### config.mk
export PLATFORM = sky130hd
export DESIGN_NAME = usr_transfer_ctrl
export DESIGN_NICKNAME = d
export VERILOG_FILES = /design/src/rtl/usr_transfer_ctrl.sv
export SDC_FILE = /design/constraint.sdc
export NUM_CORES = 1
export LEC_CHECK = 0
export CAP_MARGIN = 20
export CORE_ASPECT_RATIO = 1.75
export CORE_MARGIN = 4
export CORE_UTILIZATION = 40
export CTS_CLUSTER_DIAMETER = 200
export DETAILED_ROUTE_END_ITERATION = 12
export GPL_TIMING_DRIVEN = 0
export HOLD_SLACK_MARGIN = 0.05
export PLACE_DENSITY = 0.74
export SYNTH_ARGS = -nofsm -noshare
export SYNTH_HDL_FRONTEND = slang
export SYNTH_SLANG_ARGS = --single-unit
### constraint.sdc
create_clock -name clk -period 2.3 [get_ports clk]
set_clock_uncertainty 0.1 [all_clocks]
set_input_delay 0.345 -clock clk [delete_from_list [all_inputs] [get_ports clk]]
set_output_delay 0.345 -clock clk [all_outputs]
set_load 0.01 [all_outputs]
### src/rtl/usr_transfer_ctrl.sv
// Command sequencer for a universal shift register: turns TX / RX / CLEAR commands into
// hold / shift / load / clear mode sequences and reads the register's Q back.
module usr_transfer_ctrl #(
  parameter int unsigned N  = 6,
  parameter int unsigned CW = 3
) (
  input  logic         clk,
  input  logic         reset,
  input  logic         cmd_valid,
  output logic         cmd_ready,
  input  logic [1:0]   cmd_op,
  input  logic         cmd_dir,
  input  logic [N-1:0] cmd_data,
  input  logic         pause,
  input  logic         ser_in,
  output logic         ser_out,
  output logic         ser_out_valid,
  output logic         usr_enable,
  output logic         usr_clear,
  output logic         usr_s0,
  output logic         usr_s1,
  output logic         usr_msb_in,
  output logic         usr_lsb_in,
  output logic [N-1:0] usr_I,
  input  logic [N-1:0] usr_Q,
  output logic         busy,
  output logic         done,
  output logic [N-1:0] rx_data
);

  typedef enum logic [2:0] {StIdle, StLoad, StShift, StClr, StDone} state_e;

  localparam logic [1:0]    OpTx    = 2'b00;
  localparam logic [1:0]    OpRx    = 2'b01;
  localparam logic [1:0]    OpClear = 2'b10;
  localparam logic [CW-1:0] CntLast = CW'(N - 1);

  state_e        state_q, state_d;
  logic [CW-1:0] cnt_q, cnt_d;
  logic [1:0]    op_q, op_d;
  logic          dir_q, dir_d;
  logic [N-1:0]  data_q, data_d;
  logic [N-1:0]  rx_data_q, rx_data_d;
  logic          done_q, done_d;

  // State and captured-command registers; reset aborts any command in flight.
  always_ff @(posedge clk or posedge reset) begin
    if (reset) begin
      state_q   <= StIdle;
      cnt_q     <= '0;
      op_q      <= 2'b00;
      dir_q     <= 1'b0;
      data_q    <= '0;
      rx_data_q <= '0;
      done_q    <= 1'b0;
    end else begin
      state_q   <= state_d;
      cnt_q     <= cnt_d;
      op_q      <= op_d;
      dir_q     <= dir_d;
      data_q    <= data_d;
      rx_data_q <= rx_data_d;
      done_q    <= done_d;
    end
  end

  // Next-state, shift counter, command capture and completion bookkeeping.
  always_comb begin
    state_d   = state_q;
    cnt_d     = cnt_q;
    op_d      = op_q;
    dir_d     = dir_q;
    data_d    = data_q;
    rx_data_d = rx_data_q;
    done_d    = 1'b0;
    unique case (state_q)
      StIdle: begin
        if (cmd_valid) begin
          op_d   = cmd_op;
          dir_d  = cmd_dir;
          data_d = cmd_data;
          cnt_d  = '0;
          unique case (cmd_op)
            OpTx:    state_d = StLoad;
            OpRx:    state_d = StShift;
            OpClear: state_d = StClr;
            default: state_d = StDone;
          endcase
        end
      end
      StLoad: begin
        state_d = StShift;
        cnt_d   = '0;
      end
      StShift: begin
        if (!pause) begin
          cnt_d = cnt_q + 1'b1;
          if (cnt_q == CntLast) begin
            state_d = StDone;
          end
        end
      end
      StClr: begin
        state_d = StDone;
      end
      StDone: begin
        state_d = StIdle;
        done_d  = 1'b1;
        // Q already holds the fully assembled word once the last shift has landed.
        if (op_q == OpRx) begin
          rx_data_d = usr_Q;
        end
      end
      default: begin
        state_d = StIdle;
      end
    endcase
  end

  // Register control pins and serial outputs decoded from the current state.
  always_comb begin
    usr_enable    = 1'b0;
    usr_clear     = 1'b0;
    usr_s0        = 1'b0;
    usr_s1        = 1'b0;
    usr_msb_in    = 1'b0;
    usr_lsb_in    = 1'b0;
    usr_I         = '0;
    ser_out       = 1'b0;
    ser_out_valid = 1'b0;
    unique case (state_q)
      StLoad: begin
        usr_enable = 1'b1;
        usr_s1     = 1'b1;
        usr_s0     = 1'b1;
        usr_I      = data_q;
      end
      StShift: begin
        if (!pause) begin
          usr_enable = 1'b1;
          usr_s1     = dir_q;
          usr_s0     = !dir_q;
          if (op_q == OpRx) begin
            usr_msb_in = dir_q ? 1'b0 : ser_in;
            usr_lsb_in = dir_q ? ser_in : 1'b0;
          end else begin
            // The bit about to leave the register is presented before the shift edge.
            ser_out       = dir_q ? usr_Q[N-1] : usr_Q[0];
            ser_out_valid = 1'b1;
          end
        end
      end
      StClr: begin
        usr_enable = 1'b1;
        usr_clear  = 1'b1;
      end
      default: begin
      end
    endcase
  end

  assign cmd_ready = (state_q == StIdle) && !reset;
  assign busy      = (state_q != StIdle);
  assign done      = done_q;
  assign rx_data   = rx_data_q;

endmodule
== Yosys cells after proc, flatten, opt, wreduce, memory -nomap -nowiden ==
Index checks and enable logic that the tools add are counted.
Operators by class
  reductions and logical operators: 12
  muxes and demuxes: 32
  equality and inequality tests: 11
  add/subtract/negate cells: 1
Operators with widths (count)
  1-bit two-way mux: 20
  3-bit case mux with 3 select lines: 2
  3-bit two-way mux: 5
  3-bit case mux with 4 select lines: 1
  3-bit by 2-bit == test with 1-bit output (second input constant): 2
  3-bit == test (second input constant): 2
  6-bit two-way mux: 1
  2-bit != test (second input constant): 3
  1-bit case mux with 2 select lines: 3
  3-bit AND reduction: 2
  3-bit nonzero test: 2
  2-bit by 1-bit == test with 1-bit output (second input constant): 2
  2-bit AND reduction: 2
  3-bit by 1-bit adder with 3-bit output (second input constant): 1
  3-bit by 1-bit == test with 1-bit output (second input constant): 1
  3-bit zero test: 1
  2-bit == test (second input constant): 1
  1-bit zero test: 2
  2-bit zero test: 1
  2-bit OR reduction: 1
  1-bit logical AND: 1
Word-level totals
  bits in registers: 22
  logic and storage cells: 63

== Longest topological paths before layout ==
  depth after elaboration: 4
  mapped depth: 5
  gate-level depth less buffers: 5

== Worst setup path after synthesis ==
No wires, ideal clock.
  path kind: reg-to-output
  from: reg state_q[2]
  to: out usr_lsb_in
  cell stages (with the launch flop): 6
  required time: 1.855 ns
  setup slack: 0.332 ns
  arrival: 1.523 ns
  path through: dfrtp_1 buf_6 or4b_1 buf_2 or2_1 nor2_1
On the way
  word-level cells in the longest chain between the ends: 2
RTL lines
  from (decl): RTL line 38  | state_e state_q, state_d;
  from (signal assigned): RTL line 49  | state_q <= StIdle;
  from (signal assigned): RTL line 57  | state_q <= state_d;
  3-bit by 2-bit == test with 1-bit output: RTL line 131  | unique case (state_q)
  1-bit two-way mux: RTL line 131
  to (decl): RTL line 23  | output logic usr_lsb_in,
No other way between the ends.

== Final worst setup path ==
  from: reg state_q[0]
  to: out usr_lsb_in
Same word-level chain as after synthesis.

==> summary.txt <==
CP max stage delay: 0.59 ns
Critical Path, Cell by Cell: or4b_4 -> or2_1 -> nor2_1 -> buf_2
Max clock buf depth: 2
Reg-to-reg startpoint: state_q[2]$_DFFE_PP0P_
Worst-Skew Late Latency: 0.27 ns
Final Hold Fails: 0
RSZ-0062 raised after global routing: yes
IO Pins: 43
Total die area: 3790 um^2
CP bufs+invs: 1
R2r worst-path depth: 5
Slew HR: 0.424
Synth Net Count: 126
Worst vdd ir: 0.814 mV
Most frequent cells in the layout: clkdlybuf4s50_1, dfrtp_1, mux2_2
GR Overflow Total: 0
Core Region: 2720 um^2
CP Max Fanout: 7
Final Max Slew Viols: 0
Leak Pwr: 0.792 nW
Util after Layout: 0.626
TritonCTS Sinks: 22
Post-route ant nets: 0
Site Rows: 25
I/O Buffers: 42
Inserted Diodes: 0
Layout cell share with drive strength beyond 1: 0.248
CP required: 1.86 ns
Vias: 931
Global-route wire length before repair: 4610 um
Post-synthesis sequential area ratio: 0.485
Final worst-path cycle share: 0.977
Post-layout net count: 179
R2R Setup Slk: 0.41 ns
Syn. warnings: 0
Setup Viol. Count Final: 0
Flops & latches, synth: 22
Dominant synthesized flop cell: dfrtp_1
Hold EP: data_q[0]$_DFFE_PP0P_
Highest clock rate: 0.445 GHz
Initial antenna violation count: 0
Crit-path slowest cell: or4b_4
Cell count after synthesis: 101
Final Hold Slack: 0.392 ns
Worst setup EP type: output pin
Startpoint Class: register
Drt wl/cell: 15.2 um
Via count of the first global-routing pass: 1,054
CP delay by family, top: simple AND/OR/NAND/NOR gates
Placed insts: 170
Crit path arrival time: 1.80 ns
CTS tree: yes
Chip height: 78.5 um
DR pass1 iterations: 3
Hold crit path type: reg -> reg
Status: complete, no violations
Final min period: 2.25 ns
Reg-to-Reg End: data_q[1]$_DFFE_PP0P_
Pin count of the biggest net entering global routing: 23
Final setup margin: 0.0534 ns
Place WS: -0.473 ns
PwrDens: 1160 nW/um^2
Clock transition at path regs: 0.08 ns
Hold Startpoint: data_q[0]$_DFFE_PP0P_
Max_cap viols: 0
Root buf cell: clkbuf_8
Post-synth EDFFs: 0
Post-Route Setup TNS: 0 ns
Die width: 48.3 um
Num CTS Buffers: 3
Hold depth: 1
Final routed DRC violation total: 0
Drt first-iter violations: 14
Most common cell after layout, fill and taps aside: clkdlybuf4s50_1
H-tree depth: 1
Synthesized cell area: 1140 um^2
Routability congestion estimate: 0.758
HPWL after detailed placement: 2040 um
Synth-to-Final Area Change: 49.9%
Synth unique cells: 32
Final WL: 2740 um
Async set-reset flop share out of synthesis: 1.00
Worst Max-Slew Pin Slew: 0.863 ns
Gr usage total: 0.167
Initial core utilization: 0.417
Post-Syn Area per Cell: 11.2 um^2
Critical path class: reg -> out
Vias per inst: 5.17
Finished Layout Cells: 180
## power by group
part	total [mW]	switching (mW)	leakage (nW)	internal (mW)
clock network	0.364	0.132	0.0357	0.233
logic	0.928	0.398	0.489	0.530
registers	0.685	0.115	0.267	0.571
total	1.98	0.644	0.792	1.33
## synthesized netlist by cell type (all sizes together), types with 3 or more instances
library cell  count  area (um^2)
a21oi             3         15.0
and2              6         37.5
dfrtp            22          551
ha                5         62.6
inv               8         30.0
mux2             16          184
nand2             3         11.3
nand2b            3         18.8
nor2             10         45.0
nor3              4         20.0
## state kept, by name (all words and copies together), names as in the netlist
name / count
done: 1
dir_q: 1
data_q: 6
state_q: 3
cnt_q: 3
op_q: 2
rx_data: 6
## per-layer routing
metal	wire, um	GRT usage
met1	1050	0.196
met4	58	0.0728
met3	178	0.0505
met2	1450	0.264
met5	0	0
## how the worst max path moves through the flow
stage | start | endpoint | slack (ns) | cells after the start
final | state_q[0]$_DFFE_PP0P_ | usr_lsb_in | 0.05 | 4
after floorplan | state_q[2]$_DFFE_PP0P_ | usr_lsb_in | 0.33 | 5
after global routing | state_q[0]$_DFFE_PP0P_ | usr_lsb_in | -0.01 | 4
after CTS | state_q[0]$_DFFE_PP0P_ | usr_lsb_in | -0.03 | 5
after detailed placement | pause | usr_lsb_in | -0.47 | 6
after global placement | pause | usr_lsb_in | -0.45 | 6
## final cells by class
class                      instances  area [um^2]
sequential                        22          552
clock buffer                       3         41.3
timing repair buffer              50          457
fill                             215         1020
multi-input combinational         67          551
inverter                           8         30.0
buffer                             2         8.76
tap                               27         33.8
clock inverter                     1         30.0
## stage by stage
step / total power [mW] / area (um^2)
3_3_place_gp: 1.55 / 1590
2_1_floorplan: 1.19 / 1140
3_5_place_dp: 1.59 / 1590
4_1_cts: 2.02 / 1710
5_1_grt: 2.12 / 1700
6_report: 1.98 / 1700
## repair_timing
action,in CTS,in global routing
hold buffers,0,0
pin swaps,3,3
resized for setup,33,5
endpoints found under the setup margin,14,12
buffers inserted,7,1
## cell families after synthesis
family                   after synthesis  synth area share
AND/OR/NAND/NOR                       36             0.182
adder cells (fa/ha/maj)                5            0.0551
AO/OA/AOI/OAI                          9            0.0606
multiplexers                          17             0.171
buffers and inverters                 12            0.0474
flip-flops                            22             0.485
(Power assumes the default switching activity.)
